## src/rtl/arith_pkg.sv

```systemverilog
// Shared arithmetic constants and helpers for the pipelined subtractor.
package arith_pkg;

    localparam int W      = 12;
    localparam int HALF_W = 6;

    // Two's-complement overflow of a subtraction, from the operand and
    // result sign bits. The overflow can only happen when the operand
    // signs differ and the result sign differs from the minuend sign.
    function automatic logic calc_ovf(
        input logic x_msb,
        input logic y_msb,
        input logic d_msb
    );
        return (x_msb != y_msb) && (d_msb != x_msb);
    endfunction

endpackage

```

## src/rtl/sub_6_slice.sv

```systemverilog
// Combinational slice subtractor: d = a - b - borrow_in, with borrow out.
module sub_6_slice
    import arith_pkg::*;
#(
    parameter int SW = HALF_W
) (
    input  logic [SW-1:0] a,
    input  logic [SW-1:0] b,
    input  logic          borrow_in,
    output logic [SW-1:0] d,
    output logic          borrow_out
);

    logic [SW:0] sum_s;

    // Subtract as a + ~b + ~borrow_in. The carry out of the top bit is
    // the inverse of the borrow.
    always_comb begin
        sum_s      = {1'b0, a} + {1'b0, ~b} + {{SW{1'b0}}, ~borrow_in};
        d          = sum_s[SW-1:0];
        borrow_out = ~sum_s[SW];
    end

endmodule

```

## src/rtl/pipe_12_subtractor.sv

```systemverilog
// Two-stage pipelined subtractor with valid/ready handshakes on both sides.
// Stage 1 resolves the low slice and registers the inter-slice borrow;
// stage 2 resolves the high slice and the borrow-out / overflow flags.
// W must equal 2*HALF_W; other combinations are not supported.
module pipe_12_subtractor
    import arith_pkg::*;
#(
    parameter int W      = arith_pkg::W,
    parameter int HALF_W = arith_pkg::HALF_W
) (
    input  logic         clk,
    input  logic         rst_n,
    input  logic         in_valid,
    output logic         in_ready,
    input  logic [W-1:0] x,
    input  logic [W-1:0] y,
    input  logic         bin,
    output logic         out_valid,
    input  logic         out_ready,
    output logic [W-1:0] diff,
    output logic         bout,
    output logic         ovf
);

    // Stage-1 state
    logic              s1_valid_r;
    logic [HALF_W-1:0] s1_diff_lo_r;
    logic              s1_mid_borrow_r;
    logic [HALF_W-1:0] s1_x_hi_r;
    logic [HALF_W-1:0] s1_y_hi_r;

    // Handshake / slice results
    logic              s2_adv_s;
    logic              s1_adv_s;
    logic              in_xfer_s;
    logic [HALF_W-1:0] d_lo_s;
    logic              borrow_lo_s;
    logic [HALF_W-1:0] d_hi_s;
    logic              borrow_hi_s;

    // Advance conditions: a stage may move when its successor is empty or
    // draining this cycle. in_ready never looks at in_valid.
    always_comb begin
        s2_adv_s  = !out_valid || out_ready;
        s1_adv_s  = !s1_valid_r || s2_adv_s;
        in_ready  = s1_adv_s;
        in_xfer_s = in_valid && s1_adv_s;
    end

    sub_6_slice #(.SW(HALF_W)) u_slice_lo (
        .a          (x[HALF_W-1:0]),
        .b          (y[HALF_W-1:0]),
        .borrow_in  (bin),
        .d          (d_lo_s),
        .borrow_out (borrow_lo_s)
    );

    sub_6_slice #(.SW(HALF_W)) u_slice_hi (
        .a          (s1_x_hi_r),
        .b          (s1_y_hi_r),
        .borrow_in  (s1_mid_borrow_r),
        .d          (d_hi_s),
        .borrow_out (borrow_hi_s)
    );

    // Stage 1: capture the low-slice result and the high operand halves.
    always_ff @(posedge clk) begin
        if (!rst_n) begin
            s1_valid_r      <= 1'b0;
            s1_diff_lo_r    <= {HALF_W{1'b0}};
            s1_mid_borrow_r <= 1'b0;
            s1_x_hi_r       <= {HALF_W{1'b0}};
            s1_y_hi_r       <= {HALF_W{1'b0}};
        end else begin
            if (s1_adv_s) begin
                s1_valid_r <= in_xfer_s;
            end
            if (in_xfer_s) begin
                s1_diff_lo_r    <= d_lo_s;
                s1_mid_borrow_r <= borrow_lo_s;
                s1_x_hi_r       <= x[W-1:HALF_W];
                s1_y_hi_r       <= y[W-1:HALF_W];
            end
        end
    end

    // Stage 2: complete the high slice and register the visible result.
    always_ff @(posedge clk) begin
        if (!rst_n) begin
            out_valid <= 1'b0;
            diff      <= {W{1'b0}};
            bout      <= 1'b0;
            ovf       <= 1'b0;
        end else begin
            if (s2_adv_s) begin
                out_valid <= s1_valid_r;
                if (s1_valid_r) begin
                    diff <= {d_hi_s, s1_diff_lo_r};
                    bout <= borrow_hi_s;
                    ovf  <= calc_ovf(s1_x_hi_r[HALF_W-1], s1_y_hi_r[HALF_W-1],
                                     d_hi_s[HALF_W-1]);
                end
            end
        end
    end

endmodule

```

## config.mk

```make
export PLATFORM = sky130hd
export DESIGN_NAME = pipe_12_subtractor
export DESIGN_NICKNAME = d
export VERILOG_FILES = /design/src/rtl/arith_pkg.sv /design/src/rtl/sub_6_slice.sv /design/src/rtl/pipe_12_subtractor.sv
export SDC_FILE = /design/constraint.sdc
export NUM_CORES = 1
export LEC_CHECK = 0
export ABC_AREA = 1
export BUFFER_PORTS_ARGS = -buffer_cell sky130_fd_sc_hd__buf_4
export CORE_MARGIN = 5
export CORE_UTILIZATION = 50
export CTS_CLUSTER_SIZE = 8
export DETAILED_ROUTE_END_ITERATION = 10
export PLACE_DENSITY_LB_ADDON = 0.1
export SLEW_MARGIN = 15
export SYNTH_ARGS = -nofsm -noshare
export SYNTH_HDL_FRONTEND = slang
export SYNTH_SLANG_ARGS = --single-unit
```

## constraint.sdc

```tcl
create_clock -name clk -period 1.9 [get_ports clk]
set_input_delay 0.38 -clock clk [delete_from_list [all_inputs] [get_ports clk]]
set_output_delay 0.38 -clock clk [all_outputs]
set_load 0.1 [all_outputs]
```

==> results.md, run 1 <==
* layout overhead on the synthesized area: 23.3%
* Final Net Count: 311
* clock share of power: 0.224
* setup slack, reg-to-reg: 110 ps
* critical path startpoint: s1_x_hi_r[0]$_SDFFE_PN0P_
* Arrival @ worst endpoint: 2020 ps
* Setup WS pre-CTS: -63.1 ps
* DP Area: 2110 um^2
* pwr/cell area: 824 nW/um^2
* fraction of layout instances using a drive strength above 1: 0.235
* final HPWL from detailed placement: 2.78 mm
* global-route usage over all layers: 0.153
* outcome: finished clean
* n_diodes: 0
* worst hold margin: 302 ps
* clock tree buffer depth: 2
* startpoint-to-endpoint class of the critical path: flop to flop
* worst IR drop on VDD: 476 uV
* P_leak: 1.08 nW
* combinational fraction of design power: 0.317
* area of the mapped netlist: 1760 um^2
* weighted congestion at the end of routability-driven global placement: 0.806
* shortest period the worst path allows: 1790 ps
* Total Die Area: 4800 um^2
* antenna violations before repair: 0
* effective utilization at floorplan: 0.523
* clock transition at the register clock pins on the worst setup and hold paths after CTS: 100 ps
* port bufs: 44
* WHS Endpoint: s1_x_hi_r[4]$_SDFFE_PN0P_
* routed wire length: 3.48 mm
* non-filler instance count after layout: 314
* Max-slew headroom: 0.762
* critical path peak fanout: 2
* Boundary Pins: 45
* sequential group share of total power: 0.459
* start point of the worst min-delay path: x[10]
* number of distinct library cell variants in the gate-level netlist after synthesis: 25
* switching power: 638 uW
* CTS sink cnt: 35
* number of detailed-routing iterations run before antenna repair: 4
* via count of the first global-routing pass: 1486
* Worst Clk Skew: 5.22 ps
* Reg2Reg Launch Point: s1_x_hi_r[0]$_SDFFE_PN0P_
* Clock H-tree levels: 2
* Ys Warns: 0
* most common cell after layout, fill and taps aside: buf_4
* standard-cell rows: 21
* number of cells on the worst hold path: 3
* endpoint kind of the worst setup timing path: flop
* DIE WIDTH: 69.3 um
* synthesis-stage register bit count: 35
* largest net degree at the start of global routing: 29
* Worst R2R End: bout$_SDFFE_PN0P_
* required time at the endpoint of the critical path: 2130 ps
* number of nets with antenna violations after detailed routing: 0
* CORE AREA: 3360 um^2
* Seq/Total Area, Yosys: 0.399
* maxcap violations: 0
* DRC violation count after routing: 0
* sort of element at the start of the critical path: flop
* total clock buffers created by CTS: 5
* layout filler cell count: 327
* switching share of power: 0.357
* first-pass GRT wire length: 6.13 mm
* post-placement cell count: 307
* Synth Instances: 223
* clock tree from TritonCTS: built
* highest clock rate: 557 MHz
* routed vias/inst: 4.82
* final count of pins violating max slew: 0
* average footprint of a synthesized cell: 7.88 um^2
* library cell used as clock root buffer: clkbuf_4
* Hold Violations, Final: 0
* initial DRC count: 81
* commonest cells after routing, fill and taps aside: buf_4, inv_1, dfxtp_1
* Worst Setup Slack, final: 105 ps
* gr ovfl total: 0
* vias: 1515
* Pint: 1.15 mW
* depth of the most critical reg-to-reg path: 6
* die span in y: 69.3 um
* setup-violating endpoint count in the final report: 0
* slew at the pin closest to its max-slew limit: 356 ps
* ratio of final minimum period to clock period: 0.945
* number of nets produced by synthesis: 266
* clk_lat worst skew: 330 ps
* class of the most critical hold timing path: input port to flop
* RSZ-0062 raised after global routing: no
* Final Instance Area: 2170 um^2
* Routed WL per cell: 11.1 um
power by group through the flow:
stage | clock (mW) | sequential (mW) | combinational, mW
global placement | 0 | 0.837 | 0.560
finish | 0.400 | 0.820 | 0.567
detailed placement | 0 | 0.838 | 0.566
global route | 0.440 | 0.828 | 0.624
CTS | 0.407 | 0.821 | 0.569
floorplan | 0 | 1.01 | 0.257
how the worst max path moves through the flow:
stage                                         endpoint  depth (start not counted)
after floorplan           s1_diff_lo_r[4]$_SDFFE_PN0P_                          9
after global placement    s1_diff_lo_r[4]$_SDFFE_PN0P_                          9
after detailed placement  s1_diff_lo_r[4]$_SDFFE_PN0P_                          9
after CTS                            bout$_SDFFE_PN0P_                          6
after global routing             diff[10]$_SDFFE_PN0P_                          7
final                                bout$_SDFFE_PN0P_                          6
synth_stat cells, drive strengths merged:
cell type	number	area, um^2
nand3	10	55.1
o21ai	32	160
nor2	20	77.6
nand4	5	31.3
nand2	22	95.1
xor2	6	52.6
dfxtp	35	701
clkbuf	2	7.51
a31oi	1	6.26
o211ai	1	7.51
inv	37	139
o21a	1	7.51
a21oi	31	159
ha	10	125
fa	4	80.1
buf	6	53.8
logic make-up after synthesis:
logic type / after synthesis / share of synthesized area
adders and majority gates: 14 / 0.117
AOI/OAI and AO/OA: 66 / 0.194
buffers and inverters: 45 / 0.114
xor gates and xnor gates: 6 / 0.0299
DFF: 35 / 0.399
and+or+nand+nor: 57 / 0.147
critical path: stages, from the launching register on:
cell and delay, ps:
dfxtp_1 320, inv_1 60, fa_1 430, fa_1 440, o21ai_2 190, a21oi_1 100, o21a_1 170
sequential cells by signal, indices dropped and copies added, names as in the netlist:
signal and count:
diff 12, s1_diff_lo_r 6, bout 1, s1_mid_borrow_r 1
out_valid 1, ovf 1, s1_y_hi_r 6, s1_x_hi_r 6
s1_valid_r 1
cell type report:
cell class	instances	area [um^2]	area share
Inverter	37	139	0.0641
Clock inverter	1	5.00	0.00231
Timing Repair Buffer	46	345	0.159
Clock buffer	6	51.3	0.0237
Tap cell	46	57.6	0.0265
Multi-Input combinational cell	143	868	0.400
Sequential cell	35	702	0.324
layer usage:
metal  part of all wire  vias up  global-route usage
li1                   -      818                   -
met1               0.45      657               0.172
met2               0.48       34               0.269
met3              0.053        6              0.0464
met4              0.014        0              0.0542
met5                  0        -                   0
what timing repair did:
item	4_1_cts	5_1_grt
endpoints found under the setup margin	0	2
buffers inserted	0	0
hold buffers	0	0
resized for setup	0	1
metrics by stage:
step / util / setup TNS, ps / power [mW]
floorplan: - / 0 / 1.27
detailed placement: 0.627 / -63.1 / 1.40
global placement: 0.627 / -40.6 / 1.40
CTS: 0.644 / 0 / 1.80
global route: 0.645 / 0 / 1.89
finish: 0.645 / 0 / 1.79
(Power assumes the default switching activity.)
==> run 2, diff against run 1 <==
--- a/config.mk
+++ b/config.mk
@@ -6,13 +6,14 @@
 export NUM_CORES = 1
 export LEC_CHECK = 0
 export ABC_AREA = 1
-export BUFFER_PORTS_ARGS = -buffer_cell sky130_fd_sc_hd__buf_4
 export CORE_MARGIN = 5
 export CORE_UTILIZATION = 50
 export CTS_CLUSTER_SIZE = 8
 export DETAILED_ROUTE_END_ITERATION = 10
+export DONT_BUFFER_PORTS = 1
 export PLACE_DENSITY_LB_ADDON = 0.1
 export SLEW_MARGIN = 15
 export SYNTH_ARGS = -nofsm -noshare
 export SYNTH_HDL_FRONTEND = slang
 export SYNTH_SLANG_ARGS = --single-unit
+export TNS_END_PERCENT = 50
==> run 2 against run 1 <==
Compared with the run above: combinational power shrank 9.7%; sequential cell count is the same; wire length shrank 2.8%; die area is the same; non-clock buffer count shrank 30; sequential power is essentially flat; sequential share of layout area grew 3.8 points; cell count shrank 9.6%; first-iteration DRC count shrank 41%; maximum frequency shrank 0.15%; clock power grew 2%; critical path type unchanged; largest cell class unchanged.
==> results.md, run 2 (same netlist as run 1, synthesis figures left out) <==
* effective utilization at floorplan: 0.523, unchanged
* Gates resized, CTS repair: 0, unchanged
* gr ovfl total: 0, unchanged
* global-route usage over all layers: 0.148, was 0.153
* Worst R2R End: bout$_SDFFE_PN0P_, unchanged
* critical path startpoint: s1_x_hi_r[0]$_SDFFE_PN0P_, unchanged
* Reg2Reg Launch Point: s1_x_hi_r[0]$_SDFFE_PN0P_, unchanged
* flip-flop count of the largest register after layout: 12, unchanged
* required time at the endpoint of the critical path: 2140 ps, was 2130 ps
* cell seen most often among critical-path stages: fa_1, unchanged
* number of detailed-routing iterations run before antenna repair: 3, was 4
* postcts setup bufs: 0, unchanged
* largest stage delay on the critical path: 440 ps, about the same
* maxcap violations: 0, unchanged
* number of nets with antenna violations after detailed routing: 0, unchanged
* DIE WIDTH: 69.3 um, unchanged
* sort of element at the start of the critical path: flop, unchanged
* Routed WL per cell: 11.9 um, was 11.1 um
* antenna violations before repair: 0, unchanged
* total clock buffers created by CTS: 5, unchanged
* setup slack, reg-to-reg: 100 ps, was 110 ps
* commonest cells after routing, fill and taps aside: inv_1, dfxtp_1, a21oi_1, was buf_4, inv_1, dfxtp_1
* port bufs: 0, was 44
* highest clock rate: 556 MHz, was 557 MHz
* class of the most critical hold timing path: input port to flop, unchanged
* most common cell after layout, fill and taps aside: inv_1, was buf_4
* routed wire length: 3.38 mm, was 3.48 mm
* fraction of layout instances using a drive strength above 1: 0.139, was 0.235
* Arrival @ worst endpoint: 2040 ps, was 2020 ps
* clock transition at the register clock pins on the worst setup and hold paths after CTS: 100 ps, about the same
* ratio of final minimum period to clock period: 0.946, was 0.945
* final HPWL from detailed placement: 2.67 mm, was 2.78 mm
* via count of the first global-routing pass: 1338, was 1486
* ordered cell list for the critical path: inv_1 > fa_1 > fa_1 > o21ai_2 > a21oi_1 > o21a_1, unchanged
* clock tree buffer depth: 2, unchanged
* routed vias/inst: 5.03, was 4.82
* startpoint-to-endpoint class of the critical path: flop to flop, unchanged
* setup-violating endpoint count in the final report: 0, unchanged
* pwr/cell area: 895 nW/um^2, was 824 nW/um^2
* number of hold buffers added after CTS: 0, unchanged
* slew at the pin closest to its max-slew limit: 342 ps, was 356 ps
* CTS sink cnt: 35, unchanged
* largest net degree at the start of global routing: 29, unchanged
* vias: 1429, was 1515
* Clock H-tree levels: 2, unchanged
* CORE AREA: 3360 um^2, unchanged
* total negative setup slack: 0 ps, unchanged
* endpoint kind of the worst setup timing path: flop, unchanged
* clock tree from TritonCTS: built, unchanged
* worst IR drop on VDD: 524 uV, was 476 uV
* Total Die Area: 4800 um^2, unchanged
* Final Net Count: 281, was 311
* first-pass GRT wire length: 5.83 mm, was 6.13 mm
* clk_lat worst skew: 330 ps, about the same
* DRC violation count after routing: 0, unchanged
* library cell used as clock root buffer: clkbuf_4, unchanged
* outcome: finished clean, unchanged
* critical path peak fanout: 2, unchanged
* standard-cell rows: 21, unchanged
* P_leak: 0.933 nW, was 1.08 nW
* layout overhead on the synthesized area: 10.5%, was 23.3%
* shortest period the worst path allows: 1800 ps, was 1790 ps
* RSZ-0062 raised after global routing: no, unchanged
* initial DRC count: 48, was 81
* endpoint of the worst setup timing path: bout$_SDFFE_PN0P_, unchanged
* depth of the most critical reg-to-reg path: 6, unchanged
* Boundary Pins: 45, unchanged
* Most flops, register: diff, unchanged
* final count of pins violating max slew: 0, unchanged
* n_diodes: 0, unchanged
* die span in y: 69.3 um, unchanged
* weighted congestion at the end of routability-driven global placement: 0.869, was 0.806
* Worst Clk Skew: 5.80 ps, was 5.22 ps
* Hold Violations, Final: 0, unchanged
* Crit-path slowest cell: fa_1, unchanged
* Max-slew headroom: 0.772, was 0.762
* utilization after layout: 0.578, was 0.645
[run 2: cell types whose count changed in the layout (fill, tap and decap cells not counted), sizes merged]
cell,delta
buf,-30
[run 2: cell type report]
class	instances	area, um^2
clock buffer	6	51.3
clock inverter	1	5.00
fill	339	1420
inverter	37	139
multi-input combinational	143	868
sequential	35	702
tap	46	57.6
timing repair buffer	16	120
[run 2: critical path, delay by kind of cell (launching register included)]
| kind | cells | cell delay, ps |
|---|---|---|
| flops | 1 | 320 |
| buf+inv | 1 | 60 |
| compound gates | 3 | 450 |
| fa+ha+maj | 2 | 880 |
[run 2: layer usage]
metal	wire length (um)	track usage
met1	1440	0.164
met2	1630	0.246
met3	249	0.0623
met4	60	0.0651
met5	0	0
[run 2: how the worst min path moves through the flow]
| stage | from | cells after the start | end | slack (ps) |
|---|---|---|---|---|
| after global routing | rst_n | 2 | s1_x_hi_r[3]$_SDFFE_PN0P_ | 160 |
| after CTS | rst_n | 2 | s1_y_hi_r[0]$_SDFFE_PN0P_ | 160 |
| after global placement | s1_diff_lo_r[3]$_SDFFE_PN0P_ | 2 | diff[3]$_SDFFE_PN0P_ | 440 |
| after detailed placement | s1_diff_lo_r[4]$_SDFFE_PN0P_ | 2 | diff[4]$_SDFFE_PN0P_ | 440 |
| after floorplan | s1_diff_lo_r[3]$_SDFFE_PN0P_ | 2 | diff[3]$_SDFFE_PN0P_ | 430 |
| final | rst_n | 2 | s1_y_hi_r[0]$_SDFFE_PN0P_ | 170 |
[run 2: metrics by stage]
stage	cell area (um^2)	worst slack [ps]	std cells	total power, mW	hold WS (ps)
floorplan	1770	126	223	1.27	429
global placement	1880	67.6	277	1.34	437
detailed placement	1880	48.5	277	1.35	445
CTS	1940	58.4	284	1.76	158
global route	1940	19.0	284	1.84	156
finish	1940	102	284	1.74	172
[run 2: power breakdown]
| part | internal [mW] | switching, mW | leakage, nW |
|---|---|---|---|
| Clock | 0.171 | 0.238 | 0.0341 |
| Sequential | 0.792 | 0.0261 | 0.290 |
| Combinational | 0.147 | 0.365 | 0.609 |
| Total | 1.11 | 0.629 | 0.933 |
==> run 3, diff against run 2 <==
==> constraint.sdc (replaced) <==
create_clock -name clk -period 2.2 [get_ports clk]
set_input_delay 0.44 -clock clk [delete_from_list [all_inputs] [get_ports clk]]
set_output_delay 0.44 -clock clk [all_outputs]
set_load 0.1 [all_outputs]
==> run 3 against run 2 <==
Compared with the run above: sequential cell count unchanged; global-route usage increased by 1.3 points; core utilization is the same; clock power shrank 3%; total power fell by 11%; die area stayed put; clock skew down 2.8 ps; largest cell class unchanged; highest routed layer unchanged.
==> results.md, run 3 (same netlist as run 1, synthesis figures left out) <==
* outcome: finished clean, unchanged
* switching share of power: 0.355, was 0.362
* port bufs: 0, unchanged
* switching power: 547 uW, was 629 uW
* first-pass GRT wire length: 6.34 mm, was 5.83 mm
* clock share of power: 0.257, was 0.235
* postcts setup bufs: 0, unchanged
* commonest cells after routing, fill and taps aside: inv_1, dfxtp_1, a21oi_1, unchanged
* startpoint-to-endpoint class of the critical path: flop to flop, unchanged
* gr ovfl total: 0, unchanged
* Routed WL per cell: 12.7 um, was 11.9 um
* start point of the worst min-delay path: rst_n, unchanged
* WHS Endpoint: s1_y_hi_r[0]$_SDFFE_PN0P_, unchanged
* P_leak: 0.932 nW, was 0.933 nW
* total negative setup slack: 0 ps, unchanged
* standard-cell rows: 21, unchanged
* final HPWL from detailed placement: 2.85 mm, was 2.67 mm
* RSZ-0062 raised after global routing: no, unchanged
* shortest period the worst path allows: 1840 ps, was 1800 ps
* CTS sink cnt: 35, unchanged
* via count of the first global-routing pass: 1488, was 1338
* number of detailed-routing iterations run before antenna repair: 4, was 3
* setup-violating endpoint count in the final report: 0, unchanged
* clock tree from TritonCTS: built, unchanged
* maxcap violations: 0, unchanged
* global-route usage over all layers: 0.161, was 0.148
* Total Die Area: 4800 um^2, unchanged
* Boundary Pins: 45, unchanged
* routed vias/inst: 5.26, was 5.03
* layout overhead on the synthesized area: 10.5%, unchanged
* worst hold margin: 227 ps, was 172 ps
* combinational fraction of design power: 0.285, was 0.294
* sequential group share of total power: 0.458, was 0.470
* total clock buffers created by CTS: 5, unchanged
* final count of pins violating max slew: 0, unchanged
* Worst R2R End: bout$_SDFFE_PN0P_, unchanged
* ratio of final minimum period to clock period: 0.837, was 0.946
* Reg2Reg Launch Point: s1_x_hi_r[0]$_SDFFE_PN0P_, unchanged
* setup slack, reg-to-reg: 360 ps, was 100 ps
* Final Net Count: 280, was 281
* Gates resized, CTS repair: 0, unchanged
* Max-slew headroom: 0.755, was 0.772
* required time at the endpoint of the critical path: 2440 ps, was 2140 ps
* highest clock rate: 543 MHz, was 556 MHz
* Most flops, register: diff, unchanged
* routed wire length: 3.61 mm, was 3.38 mm
* Clock H-tree levels: 2, unchanged
* number of nets with antenna violations after detailed routing: 0, unchanged
* weighted congestion at the end of routability-driven global placement: 0.827, was 0.869
* depth of the most critical reg-to-reg path: 6, unchanged
* Pint: 996 uW, was 1.11 mW
* number of cells on the worst hold path: 2, unchanged
* n_diodes: 0, unchanged
* effective utilization at floorplan: 0.523, unchanged
* clock transition at the register clock pins on the worst setup and hold paths after CTS: 100 ps, about the same
* initial DRC count: 44, was 48
* pwr/cell area: 795 nW/um^2, was 895 nW/um^2
* endpoint kind of the worst setup timing path: flop, unchanged
* DRC violation count after routing: 0, unchanged
* die span in y: 69.3 um, unchanged
* worst IR drop on VDD: 453 uV, was 524 uV
* vias: 1495, was 1429
* library cell used as clock root buffer: clkbuf_4, unchanged
* sort of element at the start of the critical path: flop, unchanged
* fraction of layout instances using a drive strength above 1: 0.126, was 0.139
* critical path peak fanout: 2, unchanged
* flip-flop count of the largest register after layout: 12, unchanged
* CORE AREA: 3360 um^2, unchanged
* Hold Violations, Final: 0, unchanged
* antenna violations before repair: 0, unchanged
* largest net degree at the start of global routing: 29, unchanged
* number of hold buffers added after CTS: 0, unchanged
* DIE WIDTH: 69.3 um, unchanged
* clock tree buffer depth: 2, unchanged
* slew at the pin closest to its max-slew limit: 368 ps, was 342 ps
* clk_lat worst skew: 330 ps, about the same
* Worst Clk Skew: 3.01 ps, was 5.80 ps
* Arrival @ worst endpoint: 2080 ps, was 2040 ps
* class of the most critical hold timing path: input port to flop, unchanged
## run 3: changes by cell type in the layout (fill, tap and decap cells not counted), sizes merged
cell	delta
clkinv	-1
clkbuf	+2
buf	-1
## run 3: cell type report
cell class / instances / area (um^2)
fill: 342 / 1420
multi-input combinational: 143 / 865
sequential: 35 / 701
inverter: 37 / 139
timing repair buffer: 15 / 113
clock buffer: 8 / 68.8
tap: 46 / 57.6
## run 3: power by group through the flow
stage | sequential, mW | combinational (mW) | clock, mW
final | 0.707 | 0.440 | 0.396
after global routing | 0.713 | 0.488 | 0.435
after CTS | 0.708 | 0.444 | 0.406
after detailed placement | 0.722 | 0.444 | 0
after global placement | 0.720 | 0.433 | 0
after floorplan | 0.870 | 0.222 | 0
## run 3: per-stage QoR
stage               setup slack (ps)  instance area (um^2)   util  power, mW  instances
CTS                              341                  1940  0.578       1.56        284
global placement                 307                  1870  0.557       1.15        276
detailed placement               291                  1870  0.557       1.17        276
finish                           358                  1940  0.578       1.54        284
global route                     215                  1940  0.578       1.64        284
floorplan                       2.62                  1770      -       1.09        223
## run 3: critical path, stage by stage (launching register included)
cell     delay (ps)
dfxtp_1         320
inv_1            60
fa_1            440
fa_1            440
o21ai_1         230
a21oi_1         100
o21a_1          170
## run 3: worst max-delay path by stage
| stage | cells after the start | slack, ps | end | from |
|---|---|---|---|---|
| final | 6 | 360 | bout$_SDFFE_PN0P_ | s1_x_hi_r[0]$_SDFFE_PN0P_ |
| after floorplan | 6 | 3 | s1_diff_lo_r[1]$_SDFFE_PN0P_ | out_valid$_SDFFE_PN0P_ |
| after global routing | 7 | 220 | diff[10]$_SDFFE_PN0P_ | s1_x_hi_r[0]$_SDFFE_PN0P_ |
| after detailed placement | 9 | 290 | s1_diff_lo_r[4]$_SDFFE_PN0P_ | x[0] |
| after global placement | 9 | 310 | s1_diff_lo_r[4]$_SDFFE_PN0P_ | x[0] |
| after CTS | 6 | 340 | bout$_SDFFE_PN0P_ | s1_x_hi_r[0]$_SDFFE_PN0P_ |
## run 3: layer usage
metal	wire length (um)	GRT usage	up-vias
met3	292	0.0652	9
met4	85	0.0694	0
met2	1770	0.279	42
met1	1460	0.173	688
li1	-	-	756
met5	0	0	-
